<file path="config.mk">
export PLATFORM = sky130hd
export DESIGN_NAME = kb_scan_ctrl
export DESIGN_NICKNAME = d
export VERILOG_FILES = /design/src/rtl/kb_pkg.sv /design/src/rtl/kb_evt_fifo.sv /design/src/rtl/kb_scan_ctrl.sv
export SDC_FILE = /design/constraint.sdc
export NUM_CORES = 1
export LEC_CHECK = 0
export CORE_AREA = 4 4 97 145
export DETAILED_ROUTE_END_ITERATION = 12
export DIE_AREA = 0 0 101 149
export HOLD_SLACK_MARGIN = 0.06
export SYNTH_ARGS = -nofsm -noshare
export SYNTH_HDL_FRONTEND = slang
export SYNTH_SLANG_ARGS = --single-unit
</file>
<file path="constraint.sdc">
create_clock -name i_clk -period 5.66 [get_ports i_clk]
set_input_delay 0.849 -clock i_clk [delete_from_list [all_inputs] [get_ports i_clk]]
set_output_delay 0.849 -clock i_clk [all_outputs]
set_load 0.02 [all_outputs]
</file>
<file path="src/rtl/kb_pkg.sv">
// kb_pkg: shared definitions for the PS/2 keyboard controller.
//   KB_PREFIX_*  : protocol prefix bytes (extended, break, pause)
//   kb_state_t   : decoder states
//   kb_evt_t     : key event {code, ext, brk} carried through the event FIFO
package kb_pkg;

  localparam logic [7:0] KB_PREFIX_EXT   = 8'hE0;
  localparam logic [7:0] KB_PREFIX_BRK   = 8'hF0;
  localparam logic [7:0] KB_PREFIX_PAUSE = 8'hE1;

  typedef enum logic [1:0] {
    S_IDLE,
    S_EXT,
    S_BRK,
    S_EXT_BRK
  } kb_state_t;

  typedef struct packed {
    logic [7:0] code;
    logic       ext;
    logic       brk;
  } kb_evt_t;

  localparam int KB_EVT_W = 10;

endpackage

</file>
<file path="src/rtl/kb_evt_fifo.sv">
// kb_evt_fifo: show-ahead FIFO for key events.
//   clk, rst_n : clock, synchronous active-low reset
//   push       : write request (ignored when full unless a pop happens too)
//   wr_data    : event to write
//   pop        : consumer accepts the head entry (ignored when empty)
//   rd_data    : head entry (forced to zero when empty)
//   full/empty : occupancy flags
//   count      : number of stored entries
// DEPTH must be a power of two so the pointers wrap by plain overflow.
module kb_evt_fifo #(
  parameter int DEPTH = 8,
  parameter int WIDTH = 10,
  localparam int AW = $clog2(DEPTH),
  localparam int CW = $clog2(DEPTH + 1)
) (
  input  logic             clk,
  input  logic             rst_n,
  input  logic             push,
  input  logic [WIDTH-1:0] wr_data,
  input  logic             pop,
  output logic [WIDTH-1:0] rd_data,
  output logic             full,
  output logic             empty,
  output logic [CW-1:0]    count
);

  logic [WIDTH-1:0] mem [DEPTH];
  logic [AW-1:0]    wr_ptr_reg;
  logic [AW-1:0]    rd_ptr_reg;
  logic [CW-1:0]    count_reg;
  logic             do_push;
  logic             do_pop;

  assign empty   = (count_reg == '0);
  assign full    = (count_reg == CW'(DEPTH));
  assign do_pop  = pop && !empty;
  // A simultaneous pop frees a slot, so a push into a full FIFO still lands.
  assign do_push = push && (!full || do_pop);

  always_ff @(posedge clk) begin
    if (do_push) begin
      mem[wr_ptr_reg] <= wr_data;
    end
  end

  always_ff @(posedge clk) begin
    if (!rst_n) begin
      wr_ptr_reg <= '0;
      rd_ptr_reg <= '0;
      count_reg  <= '0;
    end else begin
      if (do_push) begin
        wr_ptr_reg <= wr_ptr_reg + 1'b1;
      end
      if (do_pop) begin
        rd_ptr_reg <= rd_ptr_reg + 1'b1;
      end
      case ({do_push, do_pop})
        2'b10:   count_reg <= count_reg + 1'b1;
        2'b01:   count_reg <= count_reg - 1'b1;
        default: count_reg <= count_reg;
      endcase
    end
  end

  // Zero the head when empty so outputs are clean out of reset.
  assign rd_data = empty ? '0 : mem[rd_ptr_reg];
  assign count   = count_reg;

endmodule

</file>
<file path="src/rtl/kb_scan_ctrl.sv">
// kb_scan_ctrl: PS/2 keyboard controller in the system clock domain.
//   i_clk, i_rst_n          : system clock, synchronous active-low reset
//   i_ps2_clk, i_ps2_data   : raw asynchronous PS/2 lines
//   o_evt_valid/i_evt_ready : event handshake, pop when both high
//   o_evt_code/ext/break    : head event (E0-prefixed, F0 release)
//   o_frame_err             : one-cycle pulse on parity/stop/timeout error
//   o_overflow              : sticky, an event was dropped on a full FIFO
//   o_fifo_count            : FIFO occupancy
// Build option: define KB_TYPEMATIC_FILTER_EN to suppress auto-repeat make
// events using a pressed-key map; undefined, every make event is queued.
module kb_scan_ctrl
  import kb_pkg::*;
#(
  parameter int FIFO_DEPTH  = 8,
  parameter int TIMEOUT_CYC = 5000,
  parameter int SYNC_STAGES = 2,
  localparam int CNT_W = $clog2(FIFO_DEPTH + 1)
) (
  input  logic             i_clk,
  input  logic             i_rst_n,
  input  logic             i_ps2_clk,
  input  logic             i_ps2_data,
  output logic             o_evt_valid,
  input  logic             i_evt_ready,
  output logic [7:0]       o_evt_code,
  output logic             o_evt_ext,
  output logic             o_evt_break,
  output logic             o_frame_err,
  output logic             o_overflow,
  output logic [CNT_W-1:0] o_fifo_count
);

  localparam int TO_W = $clog2(TIMEOUT_CYC);
  localparam logic [TO_W-1:0] TO_LAST = TO_W'(TIMEOUT_CYC - 1);

  // ---------------- synchronizers ----------------
  logic [SYNC_STAGES-1:0] clk_sync_reg;
  logic [SYNC_STAGES-1:0] data_sync_reg;
  logic                   ps2_clk_s;
  logic                   ps2_data_s;

  // Reset to 1 (idle line level) so no falling edge appears out of reset.
  always_ff @(posedge i_clk) begin
    if (!i_rst_n) begin
      clk_sync_reg  <= '1;
      data_sync_reg <= '1;
    end else begin
      clk_sync_reg[0]  <= i_ps2_clk;
      data_sync_reg[0] <= i_ps2_data;
      for (int i = 1; i < SYNC_STAGES; i++) begin
        clk_sync_reg[i]  <= clk_sync_reg[i-1];
        data_sync_reg[i] <= data_sync_reg[i-1];
      end
    end
  end

  assign ps2_clk_s  = clk_sync_reg[SYNC_STAGES-1];
  assign ps2_data_s = data_sync_reg[SYNC_STAGES-1];

  // ---------------- framer ----------------
  logic            clk_prev_reg;
  logic            fall_edge;
  logic [3:0]      bit_cnt_reg;
  logic [7:0]      data_sh_reg;
  logic            par_reg;
  logic [TO_W-1:0] to_cnt_reg;
  logic            byte_ok_reg;
  logic            frame_err_reg;

  assign fall_edge = clk_prev_reg && !ps2_clk_s;

  always_ff @(posedge i_clk) begin
    if (!i_rst_n) begin
      clk_prev_reg  <= 1'b1;
      bit_cnt_reg   <= '0;
      data_sh_reg   <= '0;
      par_reg       <= 1'b0;
      to_cnt_reg    <= '0;
      byte_ok_reg   <= 1'b0;
      frame_err_reg <= 1'b0;
    end else begin
      byte_ok_reg   <= 1'b0;
      frame_err_reg <= 1'b0;
      clk_prev_reg  <= ps2_clk_s;
      if (fall_edge) begin
        to_cnt_reg <= '0;
        case (bit_cnt_reg)
          // A high start bit is treated as noise: stay waiting, no error.
          4'd0: begin
            if (!ps2_data_s) begin
              bit_cnt_reg <= 4'd1;
            end
          end
          4'd9: begin
            par_reg     <= ps2_data_s;
            bit_cnt_reg <= 4'd10;
          end
          4'd10: begin
            bit_cnt_reg <= 4'd0;
            // Odd parity: data bits plus parity bit must XOR to 1.
            if ((^data_sh_reg ^ par_reg) && ps2_data_s) begin
              byte_ok_reg <= 1'b1;
            end else begin
              frame_err_reg <= 1'b1;
            end
          end
          default: begin
            data_sh_reg <= {ps2_data_s, data_sh_reg[7:1]};
            bit_cnt_reg <= bit_cnt_reg + 4'd1;
          end
        endcase
      end else if (bit_cnt_reg != 4'd0) begin
        if (to_cnt_reg == TO_LAST) begin
          bit_cnt_reg   <= 4'd0;
          to_cnt_reg    <= '0;
          frame_err_reg <= 1'b1;
        end else begin
          to_cnt_reg <= to_cnt_reg + 1'b1;
        end
      end else begin
        to_cnt_reg <= '0;
      end
    end
  end

  // ---------------- decoder FSM ----------------
  kb_state_t state_reg;
  kb_state_t state_next;
  logic      emit;
  kb_evt_t   emit_evt;
  logic      push_next;
  logic      push_reg;
  kb_evt_t   evt_reg;

  always_ff @(posedge i_clk) begin
    if (!i_rst_n) begin
      state_reg <= S_IDLE;
      push_reg  <= 1'b0;
      evt_reg   <= '0;
    end else begin
      state_reg <= state_next;
      push_reg  <= push_next;
      evt_reg   <= emit_evt;
    end
  end

  always_comb begin
    state_next    = state_reg;
    emit          = 1'b0;
    emit_evt.code = data_sh_reg;
    emit_evt.ext  = 1'b0;
    emit_evt.brk  = 1'b0;
    // A bad frame discards any pending prefix.
    if (frame_err_reg) begin
      state_next = S_IDLE;
    end else if (byte_ok_reg) begin
      case (state_reg)
        S_IDLE: begin
          if (data_sh_reg == KB_PREFIX_EXT) begin
            state_next = S_EXT;
          end else if (data_sh_reg == KB_PREFIX_BRK) begin
            state_next = S_BRK;
          end else if (data_sh_reg != KB_PREFIX_PAUSE) begin
            emit = 1'b1;
          end
        end
        S_EXT: begin
          if (data_sh_reg == KB_PREFIX_BRK) begin
            state_next = S_EXT_BRK;
          end else if (data_sh_reg != KB_PREFIX_EXT) begin
            emit         = 1'b1;
            emit_evt.ext = 1'b1;
            state_next   = S_IDLE;
          end
        end
        S_BRK: begin
          emit         = 1'b1;
          emit_evt.brk = 1'b1;
          state_next   = S_IDLE;
        end
        S_EXT_BRK: begin
          emit         = 1'b1;
          emit_evt.ext = 1'b1;
          emit_evt.brk = 1'b1;
          state_next   = S_IDLE;
        end
        default: state_next = S_IDLE;
      endcase
    end
  end

`ifdef KB_TYPEMATIC_FILTER_EN
  // Pressed-key map indexed by {ext, code[6:0]}; a make for a key already
  // down is an auto-repeat and is not queued.
  logic [255:0] pressed_reg;
  logic [7:0]   key_idx;

  assign key_idx   = {emit_evt.ext, emit_evt.code[6:0]};
  assign push_next = emit && (emit_evt.brk || !pressed_reg[key_idx]);

  always_ff @(posedge i_clk) begin
    if (!i_rst_n) begin
      pressed_reg <= '0;
    end else if (emit) begin
      pressed_reg[key_idx] <= !emit_evt.brk;
    end
  end
`else
  assign push_next = emit;
`endif

  // ---------------- event FIFO ----------------
  kb_evt_t    head_evt;
  logic       fifo_full;
  logic       fifo_empty;
  logic       evt_pop;
  logic       overflow_reg;

  assign evt_pop = !fifo_empty && i_evt_ready;

  kb_evt_fifo #(
    .DEPTH (FIFO_DEPTH),
    .WIDTH (KB_EVT_W)
  ) u_fifo (
    .clk     (i_clk),
    .rst_n   (i_rst_n),
    .push    (push_reg),
    .wr_data (evt_reg),
    .pop     (evt_pop),
    .rd_data (head_evt),
    .full    (fifo_full),
    .empty   (fifo_empty),
    .count   (o_fifo_count)
  );

  always_ff @(posedge i_clk) begin
    if (!i_rst_n) begin
      overflow_reg <= 1'b0;
    end else if (push_reg && fifo_full && !evt_pop) begin
      overflow_reg <= 1'b1;
    end
  end

  assign o_evt_valid = !fifo_empty;
  assign o_evt_code  = head_evt.code;
  assign o_evt_ext   = head_evt.ext;
  assign o_evt_break = head_evt.brk;
  assign o_frame_err = frame_err_reg;
  assign o_overflow  = overflow_reg;

endmodule

</file>
==> results of run 1 <==
-- metal layers --
| metal | GRT usage, % | vias up | routed length (um) |
|---|---|---|---|
| li1 | - | 1630 | - |
| met1 | 17.02 | 1618 | 4202 |
| met2 | 28.00 | 46 | 5720 |
| met3 | 4.492 | 24 | 270 |
| met4 | 6.321 | 0 | 265 |
| met5 | 0 | - | 0 |
-- report_power, final --
part	internal [uW]	leakage [uW]	switching, uW
Combinational	73.4	0.000783	80.9
Sequential	1070	0.00126	10.0
Clock	572	0.000268	411
-- cell usage in the layout (no fill, tap or decap), types with 6 or more instances in the layout --
cell             count
inv_1               17
nand2b_1            10
nor3_1              13
mux2i_1             13
nand2_1             16
clkdlybuf4s50_1     21
nor2b_1              7
nand3_1             14
ha_1                14
a21oi_1              9
xor2_1               6
mux4_2              20
a211oi_1             6
xnor2_1             11
edfxtp_1            80
dfxtp_1             60
clkbuf_16           17
nor2_1              59
-- through the flow --
| stage | hold slack [ns] | area (sq um) |
|---|---|---|
| 3_5_place_dp | 0.4023 | 6070 |
| 3_3_place_gp | 0.3898 | 6070 |
| 4_1_cts | 0.4169 | 6601 |
| 5_1_grt | 0.4450 | 6601 |
| 6_report | 0.4103 | 6601 |
| 2_1_floorplan | 0.3863 | 5698 |
-- final cells by class --
type                       count  area (sq um)  area share [%]
sequential                   140          3603           54.59
multi-input combinational    253          1952           29.57
clock buffer                  19         442.9           6.710
timing repair buffer          26         247.7           3.753
tap                          159         198.9           3.014
clock inverter                13         88.84           1.346
inverter                      18         67.56           1.024
-- kinds of logic (layout without fill, tap and decap cells) --
kind of cell / Yosys count / count (layout) / synth area share [%]
simple gates: 144 / 144 / 12.45
fa+ha+maj: 14 / 14 / 3.074
flops: 140 / 140 / 63.24
mux: 33 / 33 / 10.19
compound gates: 44 / 44 / 5.424
xor+xnor: 18 / 18 / 3.008
buf+inv: 37 / 76 / 2.613
-- final timing paths --
kind                                                    from                          end  slack [ns]  cells after the start
worst max register to register  u_fifo.count[1]$_SDFFE_PN0P_   u_fifo.mem[6][3]$_DFFE_PP_        3.20                      4
worst max-delay path                               flip-flop                o_evt_code[7]        2.20                      4
worst min-delay path             data_sync_reg[0]$_SDFF_PN1_  data_sync_reg[1]$_SDFF_PN1_        0.41                      1
worst min register to register   data_sync_reg[0]$_SDFF_PN1_  data_sync_reg[1]$_SDFF_PN1_        0.41                      1
==> results.md, run 1 <==
- Fin crit share: approximately 61%
- Most common cell in the synthesized netlist: edfxtp_1
- Final nets: roughly 480
- # IOs: 22
- Startpoint Class: flip-flop
- Pre-CTS setup slack: 2.379 ns
- HP Class: flip-flop to flip-flop
- TritonRoute pass-1 iters: 6
- Crit end category: primary output
- DRC Markers: 0
- Async set-reset flop share out of synthesis: 0%
- Critical path, cell by cell: mux4_2 > mux2i_1 > nor2_1 > clkdlybuf4s50_1
- Routed WL per cell: 16.65 um
- Dpl cells: about 600
- Buf/Inv on CP: 1
- #FFs+latches synth: 140
- Pwr/cell area: ~340 nW/um^2
- Filler Cell Count: ~1100
- Setup TNS: 0 ns
- Max Clk Rate: 288.7 MHz
- Chip height: approximately 150 um
- Post-DRT Antenna Nets: 0
- Initial antenna violation count: 0
- PortBufs: 21
- Final setup violation count: 0
- MaxCap Viol Count: 0
- Syn_nets: approximately 450
- Syn. warnings: 0
- Clock sink count: 140
- CTS Buf Count: 17
- Worst-margin pin slew: between 1 and 1.5 ns
- Critical Path Max Stage Delay: slightly below 1 ns
- Worst-case clock buffer depth: 2
- Lkg Pwr: about 0.0023 uW
- Fin crit period: 3.464 ns
- DR vias: between 3000 and 4000
- Post-layout total power: roughly 2200 uW
- Grt ovf: 0
- Cts hold-fix bufs: 0
- Unique cell type count in the Yosys netlist: 50
- Peak fanout along the critical path: 20
- Max reg flops: 80
- Worst EP required: between 4 and 5 ns
- Non-filler cells in the finished layout: roughly 630
- Cells after Synth: 430
- Setup Skew: between 0.008 and 0.009 ns
- Diodes inserted: 0
- Final GP Congestion: roughly 0.8
- Core region area: approximately 13000 sq um
- Area growth from synthesis to layout: 15.85%
- CTS tree: yes
- Status: complete, no violations
- CP max stage cell: dfxtp_1
- CP top delay family: flip-flops
- Gr usage total: 15.60%
- Fin. Hold Viols: 0
- Clock latency on the worst-skew pair: approximately 0.41 ns
- Top cell type's share of synthesized area: between 40% and 50%
- EDFF count, synth: 80
- Worst VDD drop: between 0.15 and 0.2 mV
- DIE WIDTH: between 100 and 150 um
- Post-CTS sizing: 0
- Cell Area, Synth: ~5700 sq um
- Via density: ~5.3
- Share of cells above drive strength 1: around an eighth
- WL final: about 10 mm
- Root Buffer: clkbuf_16
- Synth area leader: edfxtp_1
- Crit Path Class: flip-flop to primary output
- Clock-pin slew on the worst setup and hold paths: about 0.060 ns
- Slew Limit Headroom: 25.82%
- DP HPWL: ~7 mm
- Post-CTS Setup Inserts: 0
- Ys flop type: edfxtp_1
- Slew Limit Fails: 0
- Final core utilization: between 50% and 60%
- Sequential share of the synthesized area: approximately 63%
- Vias in the first global route: about 3500
- Global-route wire length before repair: 17.68 mm
- H-tree Lvls: 4
- Initial Utilization: 44.42%
- Syn avg cell area: between 10 and 15 sq um
- Pin count of the biggest net entering global routing: 28
- Row count: just over 50
- Full die area: approximately 15000 sq um
- RSZ-0062 raised after global routing: false
- Synth area leaders: edfxtp_1 42%, dfxtp_1 21%, mux4_2 7.9%
- Initial drt markers: approximately 140
- CP arrival: between 2 and 3 ns
- Worst setup margin: 2.196 ns
- Synth top cells by count: 80 x edfxtp_1, 60 x dfxtp_1, 59 x nor2_1
No activity file was read; power rests on OpenSTA's default activity.
==> run 2: changes to the inputs <==
Clock period 5.66 ns to 3.1 ns, I/O delays scaled along.
==> run 2 against run 1 <==
Against the previous run:
- critical path depth increased by 1
- worst setup slack got worse by 2.0 ns
- clock power increased by 97%
- largest cell class unchanged
- largest power group unchanged
- total power increased by 89%
- highest routed layer unchanged
- design area increased by 1.6%
- non-clock buffer count increased by 9
- core utilization increased by 0.85 points
==> results.md, run 2 (synthesis results as in run 1) <==
- Status: complete, no violations
- Max reg flops: 80
- WHS: about 0.41 ns
- CTS tree: yes
- Switching share of total power: a little over a fifth
- Post-DRT Antenna Nets: 0
- Slew Limit Headroom: roughly 42%
- Via density: roughly 5.3
- Register Area: between 3000 and 4000 sq um
- Crit end category: primary output
- Pwr/cell area: approximately 630 nW/um^2
- Post-DP Area: approximately 6100 sq um
- TritonRoute pass-1 iters: 4
- Final GP Congestion: between 0.8 and 0.9
- Grt ovf: 0
- Routed WL per cell: between 15 and 20 um
- Diodes inserted: 0
- Int Pwr: ~3300 uW
- Clock sink count: 140
- Clk pwr share: a little under half
- Setup TNS: 0 ns
- Full die area: approximately 15000 sq um
- CP max stage cell: mux4_2
- DIE WIDTH: 101 um
- Chip height: roughly 150 um
- Slew Limit Fails: 0
- Final nets: around 480
- H-tree Lvls: 4
- Initial Utilization: about 44%
- Startpoint Class: flip-flop
- DR vias: roughly 3400
- Peak fanout along the critical path: 20
- Global-route wire length before repair: between 15 and 20 mm
- Area growth from synthesis to layout: 17.76%
- Fin crit share: slightly above 90%
- Worst-case clock buffer depth: 2
- Row count: between 50 and 60
- Critical Path Max Stage Delay: approximately 0.55 ns
- Worst-margin pin slew: 0.8634 ns
- Fin crit period: about 2.9 ns
- Core region area: approximately 13000 sq um
- MaxCap Viol Count: 0
- Most common cell after layout, fill and taps aside: edfxtp_1
- Initial drt markers: 115
- Post-CTS Setup Inserts: 0
- Comb pwr share: 6.8%
- Lkg Pwr: 0.002357 uW
- Share of cells above drive strength 1: between 10 and 15%
- Fin. Hold Viols: 0
- Clock-pin slew on the worst setup and hold paths: around 0.060 ns
- Area occupied by multi-input gates: ~2000 sq um
- Filler Cell Count: roughly 1100
- Vias in the first global route: 3445
- Setup Skew: 0.01067 ns
- PortBufs: 21
- Initial antenna violation count: 0
- Max Clk Rate: about 350 MHz
- DRC Markers: 0
- CP top delay family: buffers and inverters
- Worst EP required: between 2 and 3 ns
- Cts hold-fix bufs: 0
- WL final: 10.11 mm
- Worst setup margin: between 0.2 and 0.25 ns
- Gr usage total: approximately 15%
- Worst VDD drop: about 0.32 mV
- CP arrival: between 2 and 2.5 ns
- HP Class: flip-flop to flip-flop
- Design Area, Final: ~6700 sq um
- Final setup violation count: 0
- Most frequent cells in the layout: 80 x edfxtp_1, 60 x dfxtp_1, 59 x nor2_1
- Critical path, cell by cell: buf_4 > mux4_2 > mux2i_1 > nor2_1 > clkdlybuf4s50_1
- Pre-CTS setup slack: 0.6097 ns
- Root Buffer: clkbuf_16
- Clock latency on the worst-skew pair: ~0.4 ns
- DP HPWL: 6.823 mm
- CTS Buf Count: 17
- Crit Path Class: flip-flop to primary output
- Register share of total power: 47.0%
- Buf/Inv on CP: 2
- # IOs: 22
- RSZ-0062 raised after global routing: false
- Post-CTS sizing: 0
- Switching power: ~920 uW
- Pin count of the biggest net entering global routing: 28
run 2: final timing paths:
| kind | from | to | slack, ns | cells after the start |
|---|---|---|---|---|
| setup / recovery | flip-flop | o_evt_code[5] | 0.24 | 5 |
| setup reg to reg | u_fifo.count[0]$_SDFFE_PN0P_ | u_fifo.mem[7][1]$_DFFE_PP_ | 1.05 | 4 |
| hold reg to reg | clk_sync_reg[0]$_SDFF_PN1_ | clk_sync_reg[1]$_SDFF_PN1_ | 0.41 | 1 |
| hold / removal | clk_sync_reg[0]$_SDFF_PN1_ | clk_sync_reg[1]$_SDFF_PN1_ | 0.41 | 1 |
run 2: metrics by stage:
stage	util (%)	std cells	power, uW
floorplan	-	430	2196
global placement	47.85	605	2301
detailed placement	47.85	605	2304
CTS	52.32	636	4260
global route	52.32	636	4360
finish	52.32	636	4197
run 2: final cells by class:
type                            count  area share [%]
Timing Repair Buffer               35           4.699
Tap cell                          159           2.965
Inverter                           18           1.007
Clock buffer                       18           6.396
Multi-Input combinational cell    253           29.09
Clock inverter                     13           2.144
Sequential cell                   140           53.70
run 2: layer usage:
| layer | wire length (um) | global-route usage [%] | vias up |
|---|---|---|---|
| met2 | 5583 | 26.02 | 57 |
| met1 | 4058 | 16.45 | 1649 |
| li1 | - | - | 1658 |
| met5 | 0 | 0 | - |
| met4 | 101 | 5.921 | 0 |
| met3 | 363 | 4.586 | 8 |
run 2: power groups by stage:
| stage | Clock [uW] | Sequential, uW | Combinational (uW) |
|---|---|---|---|
| detailed placement | 0 | 2010 | 292 |
| global placement | 0 | 2010 | 290 |
| CTS | 2000 | 1970 | 293 |
| finish | 1940 | 1970 | 285 |
| global route | 2070 | 1970 | 312 |
| floorplan | 0 | 2010 | 190 |
